===== config.mk =====
export PLATFORM = sky130hd
export DESIGN_NAME = datapath_seq
export DESIGN_NICKNAME = d
export VERILOG_FILES = /design/src/rtl/datapath_seq.sv
export SDC_FILE = /design/constraint.sdc
export NUM_CORES = 1
export LEC_CHECK = 0
export ABC_AREA = 1
export BUFFER_PORTS_ARGS = -buffer_cell sky130_fd_sc_hd__buf_4
export CORE_MARGIN = 5
export CORE_UTILIZATION = 55
export DETAILED_ROUTE_END_ITERATION = 12
export HOLD_SLACK_MARGIN = 0.15
export PLACE_DENSITY = 0.85
export RECOVER_POWER = 100
export SLEW_MARGIN = 20
export SYNTH_ARGS = -nofsm -noshare
export SYNTH_HDL_FRONTEND = slang
export SYNTH_SLANG_ARGS = --single-unit

===== constraint.sdc =====
create_clock -name clk -period 3.6 [get_ports clk]
set_input_delay 0.72 -clock clk [delete_from_list [all_inputs] [get_ports clk]]
set_output_delay 0.72 -clock clk [all_outputs]
set_load 0.03 [all_outputs]

===== src/rtl/datapath_seq.sv =====
`default_nettype none
// ============================================================================
// Module   : datapath_seq
// Purpose  : Sequential ALU with a valid/ready handshake on both sides.
//            Single-cycle add/sub/logic ops; shift-add multiply taking one
//            multiplier bit per cycle (N cycles). The result is held until
//            the consumer takes it.
// Ports    : clk, rst        - clock, synchronous active-high reset
//            A, B            - signed N-bit operands
//            opcode          - 000 add, 001 sub, 010 and, 011 or, 100 xor,
//                              101 not A, 110 multiply, 111 pass B
//            in_valid/in_ready   - request handshake (ready only when idle)
//            Y, co               - registered result and carry/overflow flag
//            out_valid/out_ready - result handshake
// Config   : `define DATAPATH_SAT_EN to saturate add/sub on signed overflow
//            (co then reports signed overflow). Undefined: results wrap.
// Revision : 1.0 - initial release
// ============================================================================
module datapath_seq #(
    parameter int N = 16
) (
    input  logic         clk,
    input  logic         rst,
    input  logic [N-1:0] A,
    input  logic [N-1:0] B,
    input  logic [2:0]   opcode,
    input  logic         in_valid,
    output logic         in_ready,
    output logic [N-1:0] Y,
    output logic         co,
    output logic         out_valid,
    input  logic         out_ready
);

    localparam int         CW      = (N > 1) ? $clog2(N) : 1;
    localparam logic [1:0] S_IDLE  = 2'd0;
    localparam logic [1:0] S_MUL   = 2'd1;
    localparam logic [1:0] S_DONE  = 2'd2;

    localparam logic [2:0] c_op_add  = 3'b000;
    localparam logic [2:0] c_op_sub  = 3'b001;
    localparam logic [2:0] c_op_and  = 3'b010;
    localparam logic [2:0] c_op_or   = 3'b011;
    localparam logic [2:0] c_op_xor  = 3'b100;
    localparam logic [2:0] c_op_not  = 3'b101;
    localparam logic [2:0] c_op_mul  = 3'b110;
    localparam logic [2:0] c_op_pass = 3'b111;
    localparam logic [CW-1:0] c_last_bit = CW'(N - 1);

    logic [1:0]     r_state;
    logic [N-1:0]   r_y;
    logic           r_co;
    logic           r_out_valid;
    logic [2*N-1:0] r_mcand;   // multiplicand, shifted left each MUL cycle
    logic [N-1:0]   r_mplier;  // multiplier, shifted right each MUL cycle
    logic [2*N-1:0] r_acc;     // partial product
    logic [CW-1:0]  r_cnt;

    logic           w_is_sub;
    logic [N-1:0]   w_bop;
    logic [N:0]     w_sum;
    logic [N-1:0]   w_y;
    logic           w_co;
    logic [2*N-1:0] w_acc_next;

`ifdef DATAPATH_SAT_EN
    localparam logic [N-1:0] c_sat_max = {1'b0, {(N-1){1'b1}}};
    localparam logic [N-1:0] c_sat_min = {1'b1, {(N-1){1'b0}}};
    logic w_ovf;
`endif

    // Subtraction is A + ~B + 1, so the carry out is the "no borrow" flag.
    always_comb begin
        w_is_sub = (opcode == c_op_sub);
        w_bop    = w_is_sub ? ~B : B;
        w_sum    = {1'b0, A} + {1'b0, w_bop} + {{N{1'b0}}, w_is_sub};
`ifdef DATAPATH_SAT_EN
        // Overflow: both addends share a sign that the result does not.
        w_ovf    = (A[N-1] == w_bop[N-1]) && (w_sum[N-1] != A[N-1]);
`endif
        w_y      = '0;
        w_co     = 1'b0;
        case (opcode)
            c_op_add, c_op_sub: begin
`ifdef DATAPATH_SAT_EN
                w_y  = w_ovf ? (A[N-1] ? c_sat_min : c_sat_max) : w_sum[N-1:0];
                w_co = w_ovf;
`else
                w_y  = w_sum[N-1:0];
                w_co = w_sum[N];
`endif
            end
            c_op_and:  w_y = A & B;
            c_op_or:   w_y = A | B;
            c_op_xor:  w_y = A ^ B;
            c_op_not:  w_y = ~A;
            c_op_pass: w_y = B;
            default:   w_y = '0;   // multiply is produced by the MUL state
        endcase
    end

    // Unsigned shift-add step; the low N bits match the signed product and
    // the high N bits feed the overflow flag.
    assign w_acc_next = r_acc + (r_mplier[0] ? r_mcand : '0);

    always_ff @(posedge clk) begin
        if (rst) begin
            r_state     <= S_IDLE;
            r_y         <= '0;
            r_co        <= 1'b0;
            r_out_valid <= 1'b0;
            r_mcand     <= '0;
            r_mplier    <= '0;
            r_acc       <= '0;
            r_cnt       <= '0;
        end else begin
            case (r_state)
                S_IDLE: begin
                    if (in_valid) begin
                        if (opcode == c_op_mul) begin
                            r_mcand  <= {{N{1'b0}}, A};
                            r_mplier <= B;
                            r_acc    <= '0;
                            r_cnt    <= '0;
                            r_state  <= S_MUL;
                        end else begin
                            r_y         <= w_y;
                            r_co        <= w_co;
                            r_out_valid <= 1'b1;
                            r_state     <= S_DONE;
                        end
                    end
                end
                S_MUL: begin
                    r_acc    <= w_acc_next;
                    r_mcand  <= r_mcand << 1;
                    r_mplier <= r_mplier >> 1;
                    r_cnt    <= r_cnt + 1'b1;
                    if (r_cnt == c_last_bit) begin
                        r_y         <= w_acc_next[N-1:0];
                        r_co        <= |w_acc_next[2*N-1:N];
                        r_out_valid <= 1'b1;
                        r_state     <= S_DONE;
                    end
                end
                S_DONE: begin
                    // Returning to IDLE here means a new request can only be
                    // taken on the following edge.
                    if (out_ready) begin
                        r_out_valid <= 1'b0;
                        r_state     <= S_IDLE;
                    end
                end
                default: begin
                    r_out_valid <= 1'b0;
                    r_state     <= S_IDLE;
                end
            endcase
        end
    end

    assign in_ready  = (r_state == S_IDLE);
    assign Y         = r_y;
    assign co        = r_co;
    assign out_valid = r_out_valid;

endmodule
`default_nettype wire


# After elaboration in Yosys (flattened, before gate mapping)
# Cells that the tools add are included.
# word_totals
ff_bits,104
inputBits,39
elab_cells,75
# classes
addsub,4
n_eq_ne,15
n_mux,34
n_bitwise,5
reduce_logical,9
# ops
op,n
$mux 32,5
$pmux 32 s2,2
$mux 16,6
$pmux 16 s6,1
$pmux 16 s2,2
$add 32x32->32,1
$not 16->16,2
$add 16x16->17,1
$add 17x1->17,1
$and 16x16->16,1
$or 16x16->16,1
$reduce_or 16->1,1
$xor 16x16->16,1
$eq 3x3->1 const B,4
$mux 1,8
$mux 2,4
$mux 4,2
$ne 2x2->1 const B,4
$pmux 4 s2,1
$reduce_and 4->1,2
$eq 3x2->1 const B,2
$pmux 2 s3,1
$reduce_and 3->1,2
$add 4x1->4 const B,1
other kinds (11),11

# Depth between registers and ports, before layout
# Gate-level depths: netlist of the first run.
# logic_depth
ltp_word,8
mapped_depth,23
ltp_nobuf,21

# Least setup slack after synthesis of the first run
# OpenSTA, ideal clock, no wires.
# synth_timing
path_type,in2reg
from,input port opcode[2]
to,"register r_y[12], in the netlist Y[12]"
setup_time_ns,0.117
t_arrival_ns,2.942
path_slack_ns,0.541
cell_stages,17
path_buffers,1
cell_sequence,nor2_4 > nand2_4 > buf_1 > xor2_1 > ha_1 > nand3_1 > nand2_1 > nand2_1 > o21a_1 > o21ai_0 > nand2_1 > nand2_1 > nand2_1 > nand2_1 > o21ai_0 > a21oi_1 > nor2_1
# synth_via
elab_chain_cells,8
word_cells_on_any_way,18
cone_classes,add/sub: 2; eq/ne: 8; mux: 5; reduce/logical: 3
# synth_lines
element,line,text
"start, declared",26,"input logic [2:0] opcode,"
$eq 3x1->1,"74, 83",
$mux 16,75,w_bop = w_is_sub ? ~B : B;
$add 16x16->17,76,"w_sum = {1'b0, A} + {1'b0, w_bop} + {{N{1'b0}}, w_is_sub};"
$add 17x1->17,76,
$pmux 16 s6,83,case (opcode)
$mux 16,120,if (opcode == c_op_mul) begin
$mux 16,119,if (in_valid) begin
$pmux 16 s2,117,case (r_state)
"end signal, assigned",127,r_y <= w_y;
"end signal, assigned",140,r_y <= w_acc_next[N-1:0];
"end, declared",51,logic [N-1:0] r_y;
# Several ways; a longest one is shown, not always the timed one. The select of a mux whose other input is x is not followed.
# A chain may end at the register's enable or synchronous reset.

# Worst setup path in the final report of the first run
# Same ends and word-level chain as after synthesis.

==> impl_metrics.xml, run 1 <==
<?xml version="1.0" encoding="UTF-8"?>
<metrics>
  <group name="worst_setup_path">
    <metric name="worstPathRequired" unit="ps">3850</metric>
    <metric name="r2r_slack" unit="ps">640</metric>
    <metric name="timing.critical_path.to_type" unit="">flop</metric>
    <metric name="critPathLaunchType" unit="">input pin</metric>
    <metric name="crit_path_max_incr_delay" unit="ps">410</metric>
    <metric name="arrival" unit="ps">3360</metric>
    <metric name="cp_top_family" unit="">simple AND/OR/NAND/NOR gates</metric>
    <metric name="timing.setup.critical_path_class" unit="">input pin to flop</metric>
    <metric name="path_max_fanout" unit="">16</metric>
    <metric name="crit_buf_inv" unit="">1</metric>
    <metric name="worst_path_max_delay_cell" unit="">sky130_fd_sc_hd__o21ai_0</metric>
    <metric name="crit_path_top_cell_by_count" unit="">sky130_fd_sc_hd__nand2_1</metric>
    <metric name="worstPathCellList" unit="">buf_4 &gt; nor2_1 &gt; nand2_4 &gt; xor2_1 &gt; ha_1 &gt; nand3_1 &gt; nand2_1 &gt; nand2_1 &gt; o21a_1 &gt; o21ai_0 &gt; nand2_1 &gt; nand2_1 &gt; nand2_1 &gt; nand2_1 &gt; o21ai_0 &gt; a21oi_1 &gt; nor2_1</metric>
  </group>
  <group name="cts">
    <metric name="cts-buffers-inserted" unit="">9</metric>
    <metric name="cts-htree-levels" unit="">3</metric>
    <metric name="post_cts.resized_instances" unit="">0</metric>
    <metric name="cts.root.buffer_cell" unit="">sky130_fd_sc_hd__clkbuf_16</metric>
    <metric name="ctsLongestPathBuffers" unit="">2</metric>
    <metric name="postCtsSetupBuffers" unit="">0</metric>
    <metric name="clock-sinks" unit="">104</metric>
    <metric name="number_of_buffers_inserted_for_hold_repair_after_clock_tree_synthesis" unit="">0</metric>
    <metric name="clkLatencyLatePin" unit="ps">360</metric>
    <metric name="cts.clk_slew.worst_paths" unit="ps">70</metric>
    <metric name="tritoncts" unit="">done</metric>
  </group>
  <group name="floorplanning">
    <metric name="fp.dieArea" unit="mm^2">0.0183</metric>
    <metric name="dieWidth" unit="um">135</metric>
    <metric name="die_h" unit="um">135</metric>
    <metric name="fp-row-count" unit="">45</metric>
    <metric name="pin_count" unit="">58</metric>
    <metric name="design.core.area" unit="mm^2">0.0153</metric>
    <metric name="start_util" unit="">0.564</metric>
  </group>
  <group name="sta">
    <metric name="post_route_clock_skew" unit="ps">12.9</metric>
    <metric name="worst_slack" unit="ps">485</metric>
    <metric name="report.final.setup_viol" unit="">0</metric>
    <metric name="layout_min_cycle_time" unit="ps">3120</metric>
    <metric name="max_freq" unit="MHz">321</metric>
    <metric name="drv_slew" unit="">63</metric>
    <metric name="finalSetupTns" unit="ps">0</metric>
    <metric name="unrepaired_setup_endpoints_after_global_routing" unit="">no</metric>
    <metric name="timing.slew.headroom" unit="">-0.0514</metric>
    <metric name="fin_crit_sh" unit="">0.865</metric>
    <metric name="report.final.hold_viol_count" unit="">0</metric>
    <metric name="worst_slew_pin_slew" unit="ps">1580</metric>
  </group>
  <group name="flow_run">
    <metric name="maxCapViolCount" unit="">1</metric>
  </group>
  <group name="cells_and_area">
    <metric name="layout-drive-gt1-share" unit="">0.0538</metric>
    <metric name="layout_commonest_cell" unit="">sky130_fd_sc_hd__nand2_1</metric>
    <metric name="num-nets-final" unit="">1586</metric>
    <metric name="layout.cells.most_common_list" unit="">sky130_fd_sc_hd__nand2_1 (499), sky130_fd_sc_hd__inv_1 (222), sky130_fd_sc_hd__dfxtp_1 (104)</metric>
    <metric name="insertedDiodeCount" unit="">0</metric>
    <metric name="area_growth" unit="%">9.55</metric>
    <metric name="finish.cell_count_without_fillers" unit="">1679</metric>
    <metric name="num-fill-cells" unit="">1528</metric>
    <metric name="post-route-util" unit="">0.618</metric>
  </group>
  <group name="routing">
    <metric name="wire_per_inst" unit="um">15.0</metric>
    <metric name="number_of_vias_after_detailed_routing" unit="">9160</metric>
    <metric name="first_pass_iters" unit="">6</metric>
    <metric name="drc" unit="">0</metric>
    <metric name="drtAntennaViolNets" unit="">0</metric>
    <metric name="post_drt_via_cell_ratio" unit="">5.46</metric>
    <metric name="dr.first_iter.drc_count" unit="">1054</metric>
    <metric name="routed_wirelength" unit="um">25300</metric>
  </group>
  <group name="power">
    <metric name="power-per-cell-area" unit="mW/mm^2">314</metric>
    <metric name="switching_power" unit="uW">993</metric>
    <metric name="comb_power_share" unit="">0.222</metric>
    <metric name="internal-power" unit="uW">1980</metric>
    <metric name="sequentialPowerShare" unit="">0.423</metric>
    <metric name="ir_worst_vdd" unit="mV">0.225</metric>
    <metric name="share_of_power_burned_in_the_clock_network" unit="">0.355</metric>
    <metric name="swShare" unit="">0.334</metric>
    <metric name="p_leak" unit="uW">0.00492</metric>
  </group>
  <group name="synth">
    <metric name="netlist_area" unit="mm^2">0.00864</metric>
    <metric name="sequential_to_total_area_share_from_yosys_stat" unit="">0.241</metric>
    <metric name="postSynthNetCount" unit="">1555</metric>
    <metric name="number_of_flip_flops_and_latches_in_the_synthesized_netlist" unit="">104</metric>
    <metric name="synth_flop_cell" unit="">sky130_fd_sc_hd__dfxtp_1</metric>
    <metric name="ys_warn_count" unit="">0</metric>
    <metric name="synth_edf_count" unit="">0</metric>
    <metric name="async_flop_share" unit="">0</metric>
    <metric name="netlist-cell-type-count" unit="">42</metric>
    <metric name="avgSynthCellArea" unit="um^2">6.04</metric>
    <metric name="post_synth_inst_count" unit="">1432</metric>
  </group>
  <group name="outcome">
    <metric name="violations" unit="">capacitance limit, slew limit</metric>
    <metric name="outcome" unit="">complete, but fails checks</metric>
  </group>
  <group name="placed_design">
    <metric name="dpl_worst_slack" unit="ps">346</metric>
    <metric name="place.detailed.hpwl" unit="um">19600</metric>
    <metric name="globalplace.congestion" unit="">0.983</metric>
    <metric name="placement.io_buffers" unit="">57</metric>
    <metric name="placed_cells" unit="">1663</metric>
  </group>
  <group name="global_route">
    <metric name="overflow" unit="">0</metric>
    <metric name="antenna_found_initial" unit="">0</metric>
    <metric name="grt_pass1_wl" unit="um">40700</metric>
    <metric name="vias_in_the_first_global_route" unit="">8149</metric>
    <metric name="globalRouteTotalUtil" unit="">0.274</metric>
    <metric name="grt_max_degree" unit="">79</metric>
  </group>
  <group name="hold_path">
    <metric name="worst_hold_path_type" unit="">flop to flop</metric>
  </group>
</metrics>
[per-layer routing]
layer | wire (um) | global-route usage | part of all wire | vias to the layer above
li1 | - | - | - | 4642
met5 | 0 | 0 | 0 | -
met3 | 1840 | 0.0375 | 0.073 | 44
met4 | 592 | 0.0784 | 0.023 | 0
met1 | 11600 | 0.390 | 0.46 | 4144
met2 | 11200 | 0.435 | 0.44 | 330
[worst register-to-register path, cell delays in order (launching register included)]
cell and delay (ps):
sky130_fd_sc_hd__dfxtp_1 380, sky130_fd_sc_hd__buf_4 230, sky130_fd_sc_hd__nand2_1 80, sky130_fd_sc_hd__inv_1 60, sky130_fd_sc_hd__ha_1 280, sky130_fd_sc_hd__or2_2 340, sky130_fd_sc_hd__nand3_1 80, sky130_fd_sc_hd__nand2_1 150
sky130_fd_sc_hd__nand2_1 110, sky130_fd_sc_hd__nand2_1 130, sky130_fd_sc_hd__nand2_1 130, sky130_fd_sc_hd__nand2_1 60, sky130_fd_sc_hd__nand2_1 60, sky130_fd_sc_hd__nand2_1 90, sky130_fd_sc_hd__nor2_1 100, sky130_fd_sc_hd__nand2_1 70
sky130_fd_sc_hd__nor2_1 130, sky130_fd_sc_hd__nand3_1 150, sky130_fd_sc_hd__nand2_1 120, sky130_fd_sc_hd__a21oi_1 60
[path summary, 6_finish.rpt]
path | start | endpoint | cells past startpoint
max | opcode[2] | Y[12] | 17
min | r_mplier[15] | r_mplier[15] | 2
max reg2reg | r_mplier[0] | co | 19
min reg2reg | r_mplier[15] | r_mplier[15] | 2
[per-stage QoR]
stage	area, um^2	total power (uW)	hold slack [ps]
after floorplan	8640	1720	441
after global placement	9240	1960	455
after detailed placement	9240	1970	459
after CTS	9570	3010	470
after global routing	9470	3110	490
final	9470	2970	466
[power groups by stage]
stage	registers, uW	logic, uW	clock network (uW)
2_1_floorplan	1330	390	0
3_3_place_gp	1280	677	0
3_5_place_dp	1280	685	0
4_1_cts	1260	688	1070
5_1_grt	1260	733	1110
6_report	1260	661	1050
[cells by family (layout without fill, tap and decap cells)]
group | count (synthesis) | in the layout | share of synthesized area
xor gates and xnor gates | 18 | 18 | 0.0182
adders and majority gates | 84 | 84 | 0.123
and+or+nand+nor | 681 | 681 | 0.317
DFF | 104 | 104 | 0.241
buffers and inverters | 272 | 308 | 0.119
AOI/OAI and AO/OA | 273 | 273 | 0.182
[sequential cells by signal, summed over array words and instances (netlist names)]
signal,cells
r_acc,32
r_mcand,32
Y,16
r_mplier,16
r_cnt,4
r_state,2
co,1
out_valid,1
[synth_stat cells (8+ instances only)]
cell type / count / area (um^2)
sky130_fd_sc_hd__nand3_1: 55 / 275
sky130_fd_sc_hd__a31oi_1: 41 / 257
sky130_fd_sc_hd__nand4_1: 8 / 50.1
sky130_fd_sc_hd__a221oi_1: 8 / 70.1
sky130_fd_sc_hd__clkbuf_1: 43 / 161
sky130_fd_sc_hd__dfxtp_1: 104 / 2080
sky130_fd_sc_hd__a21oi_1: 103 / 515
sky130_fd_sc_hd__nor2_1: 85 / 319
sky130_fd_sc_hd__xor2_1: 18 / 158
sky130_fd_sc_hd__ha_1: 82 / 1030
sky130_fd_sc_hd__o21ai_0: 73 / 365
sky130_fd_sc_hd__inv_1: 222 / 833
sky130_fd_sc_hd__nor3_1: 12 / 60.1
sky130_fd_sc_hd__nand2_1: 497 / 1870
[final cells by class]
cell class,count,area (um^2),share of cell area
Inverter,224,841,0.0888
Timing Repair Buffer,68,433,0.0457
Tap cell,211,264,0.0279
Clock buffer,9,225,0.0238
Clock inverter,7,100,0.0106
Sequential cell,104,2080,0.220
Multi-Input combinational cell,1056,5520,0.583
(Power assumes the default switching activity.)
==> inputs of run 2 (changes only) <==
--- a/config.mk
+++ b/config.mk
@@ -9,6 +9,7 @@
 export BUFFER_PORTS_ARGS = -buffer_cell sky130_fd_sc_hd__buf_4
 export CORE_MARGIN = 5
 export CORE_UTILIZATION = 55
+export CTS_CLUSTER_SIZE = 25
 export DETAILED_ROUTE_END_ITERATION = 12
 export HOLD_SLACK_MARGIN = 0.15
 export PLACE_DENSITY = 0.85
==> constraint.sdc (replaced) <==
create_clock -name clk -period 2.9 [get_ports clk]
set_input_delay 0.58 -clock clk [delete_from_list [all_inputs] [get_ports clk]]
set_output_delay 0.58 -clock clk [all_outputs]
set_load 0.03 [all_outputs]
==> run 2 against run 1 <==
The run now ends clean. Combinational power is 30% higher. Sequential share of layout area is 1.0 points lower. Final cell count is 1.8% higher. Non-clock buffer count is 32 higher. Register-to-register slack worse by 470 ps. Setup slack worse by 310 ps. Die area stayed put. First-iteration DRC count is 16% lower. Sequential power is 24% higher. Clock skew is 0.69 ps higher. Count of clock-buffer cells in the layout stayed put. Critical endpoint is now co. Largest power group unchanged.
==> impl_metrics.xml, run 2 (same netlist as run 1, synthesis figures left out) <==
<?xml version="1.0" encoding="UTF-8"?>
<metrics>
  <group name="worst_setup_path">
    <metric name="worst_path_max_delay_cell" unit="">sky130_fd_sc_hd__fa_1</metric>
    <metric name="path_max_fanout" unit="">6</metric>
    <metric name="worstReg2RegStart" unit="">r_mplier[0]</metric>
    <metric name="worstPathRequired" unit="ps">3100</metric>
    <metric name="critPathLaunchType" unit="">flop</metric>
    <metric name="crit_buf_inv" unit="">1</metric>
    <metric name="critical_path.startpoint" unit="">r_mplier[0]</metric>
    <metric name="timing.critical_path.to_type" unit="">flop</metric>
    <metric name="arrival" unit="ps">2930</metric>
    <metric name="worstPathCellList" unit="">nand2_1 &gt; inv_1 &gt; ha_1 &gt; fa_1 &gt; nand3_1 &gt; nand3_1 &gt; nand3_1 &gt; nand3b_1 &gt; nand2_1 &gt; nand2_1 &gt; nand2_1 &gt; nand2_1 &gt; nor2_1 &gt; nand2_1 &gt; nor2_2 &gt; nand3_2 &gt; nand2_1 &gt; a21oi_1</metric>
    <metric name="crit_path_top_cell_by_count" unit="">sky130_fd_sc_hd__nand2_1</metric>
    <metric name="cp_top_family" unit="">simple AND/OR/NAND/NOR gates</metric>
    <metric name="timing.setup.critical_path_class" unit="">flop to flop</metric>
    <metric name="crit_path_max_incr_delay" unit="ps">410</metric>
  </group>
  <group name="power">
    <metric name="ir_worst_vdd" unit="mV">0.256</metric>
    <metric name="power-per-cell-area" unit="mW/mm^2">374</metric>
    <metric name="p_leak" unit="uW">0.00504</metric>
  </group>
  <group name="sta">
    <metric name="post_route_clock_skew" unit="ps">13.6</metric>
    <metric name="report.final.setup_viol" unit="">0</metric>
    <metric name="worst_slew_pin_slew" unit="ps">1130</metric>
    <metric name="worst_slack" unit="ps">174</metric>
    <metric name="report.final.hold_viol_count" unit="">0</metric>
    <metric name="max_freq" unit="MHz">367</metric>
    <metric name="fin_crit_sh" unit="">0.940</metric>
    <metric name="timing.slew.headroom" unit="">0.248</metric>
    <metric name="drv_slew" unit="">0</metric>
    <metric name="layout_min_cycle_time" unit="ps">2730</metric>
  </group>
  <group name="outcome">
    <metric name="outcome" unit="">finished clean</metric>
  </group>
  <group name="floorplanning">
    <metric name="pin_count" unit="">58</metric>
    <metric name="fp.dieArea" unit="mm^2">0.0183</metric>
    <metric name="design.core.area" unit="mm^2">0.0153</metric>
    <metric name="die_h" unit="um">135</metric>
    <metric name="dieWidth" unit="um">135</metric>
    <metric name="start_util" unit="">0.564</metric>
    <metric name="fp-row-count" unit="">45</metric>
  </group>
  <group name="placed_design">
    <metric name="placement.io_buffers" unit="">57</metric>
    <metric name="place.detailed.hpwl" unit="um">19300</metric>
    <metric name="placed_cells" unit="">1692</metric>
    <metric name="dpl_worst_slack" unit="ps">-5.39</metric>
    <metric name="globalplace.congestion" unit="">1.00</metric>
  </group>
  <group name="routing">
    <metric name="number_of_vias_after_detailed_routing" unit="">9446</metric>
    <metric name="drc" unit="">0</metric>
    <metric name="post_drt_via_cell_ratio" unit="">5.53</metric>
    <metric name="wire_per_inst" unit="um">15.0</metric>
    <metric name="routed_wirelength" unit="um">25700</metric>
    <metric name="dr.first_iter.drc_count" unit="">883</metric>
    <metric name="first_pass_iters" unit="">5</metric>
    <metric name="drtAntennaViolNets" unit="">0</metric>
  </group>
  <group name="cells_and_area">
    <metric name="reg_top3" unit="">r_acc (32), r_mcand (32)</metric>
    <metric name="area_growth" unit="%">15.0</metric>
    <metric name="layout-drive-gt1-share" unit="">0.107</metric>
    <metric name="num-nets-final" unit="">1618</metric>
    <metric name="layout_commonest_cell" unit="">sky130_fd_sc_hd__nand2_1</metric>
    <metric name="num-fill-cells" unit="">1448</metric>
    <metric name="layout.cells.most_common_list" unit="">sky130_fd_sc_hd__nand2_1 (486), sky130_fd_sc_hd__inv_1 (221), sky130_fd_sc_hd__dfxtp_1 (103)</metric>
    <metric name="finish.cell_count_without_fillers" unit="">1709</metric>
    <metric name="insertedDiodeCount" unit="">0</metric>
  </group>
  <group name="hold_path">
    <metric name="timing.hold.worst.start" unit="">r_mplier[15]</metric>
    <metric name="worst_hold_path_type" unit="">flop to flop</metric>
  </group>
  <group name="cts">
    <metric name="tritoncts" unit="">done</metric>
    <metric name="cts.root.buffer_cell" unit="">sky130_fd_sc_hd__clkbuf_16</metric>
    <metric name="clkLatencyLatePin" unit="ps">350</metric>
    <metric name="number_of_buffers_inserted_for_hold_repair_after_clock_tree_synthesis" unit="">0</metric>
    <metric name="cts.clk_slew.worst_paths" unit="ps">70</metric>
    <metric name="cts-buffers-inserted" unit="">9</metric>
    <metric name="cts-htree-levels" unit="">3</metric>
    <metric name="ctsLongestPathBuffers" unit="">2</metric>
    <metric name="clock-sinks" unit="">104</metric>
  </group>
  <group name="flow_run">
    <metric name="maxCapViolCount" unit="">0</metric>
  </group>
  <group name="global_route">
    <metric name="globalRouteTotalUtil" unit="">0.274</metric>
    <metric name="antenna_found_initial" unit="">0</metric>
    <metric name="overflow" unit="">0</metric>
    <metric name="grt_pass1_wl" unit="um">40900</metric>
    <metric name="vias_in_the_first_global_route" unit="">8606</metric>
    <metric name="grt_max_degree" unit="">56</metric>
  </group>
</metrics>
run 2: stage by stage:
step                 util  hold slack (ps)  area (um^2)  power, uW  TNS [ps]
finish              0.649              465         9940       3720         0
global route        0.649              483         9940       3870     -48.9
CTS                 0.639              467         9780       3760         0
detailed placement  0.619              457         9470       2480     -5.39
global placement    0.619              451         9470       2460         0
floorplan               -              441         8640       2140         0
run 2: final timing paths:
check,endpoint,slack [ps],depth (start not counted)
setup / recovery,co,170,18
hold / removal,r_mplier[15],470,2
setup reg to reg,co,170,18
hold reg to reg,r_mplier[15],470,2
run 2: final cells by class:
class                           instances  area, um^2  area share
Sequential cell                       104        2090       0.210
Inverter                              224         841      0.0846
Multi-Input combinational cell       1056        5770       0.580
Clock inverter                          5        81.3     0.00818
Tap cell                              211         264      0.0266
Timing Repair Buffer                  100         674      0.0679
Clock buffer                            9         225      0.0227
run 2: where the power goes:
part	leakage [uW]	switching [uW]	internal (uW)	total, uW
combinational	0.00404	569	288	857
clock	0.000148	550	749	1300
sequential	0.000845	57.8	1500	1560
run 2: routing by layer:
layer / vias up / global-route usage / share of wire
li1: 4703 / - / -
met1: 4304 / 0.361 / 0.43
met2: 379 / 0.450 / 0.47
met3: 60 / 0.0397 / 0.068
met4: 0 / 0.110 / 0.032
met5: - / 0 / 0
run 2: repair_timing:
item                       CTS  global route
gates resized for setup      0            58
setup endpoints to repair    0             2
buffers inserted             0             3
run 2: worst min-delay path: cells and delay by family, from the launching register on:
kind | cells | cell delay (ps)
compound gates | 1 | 50
simple gates | 1 | 60
flops | 1 | 310
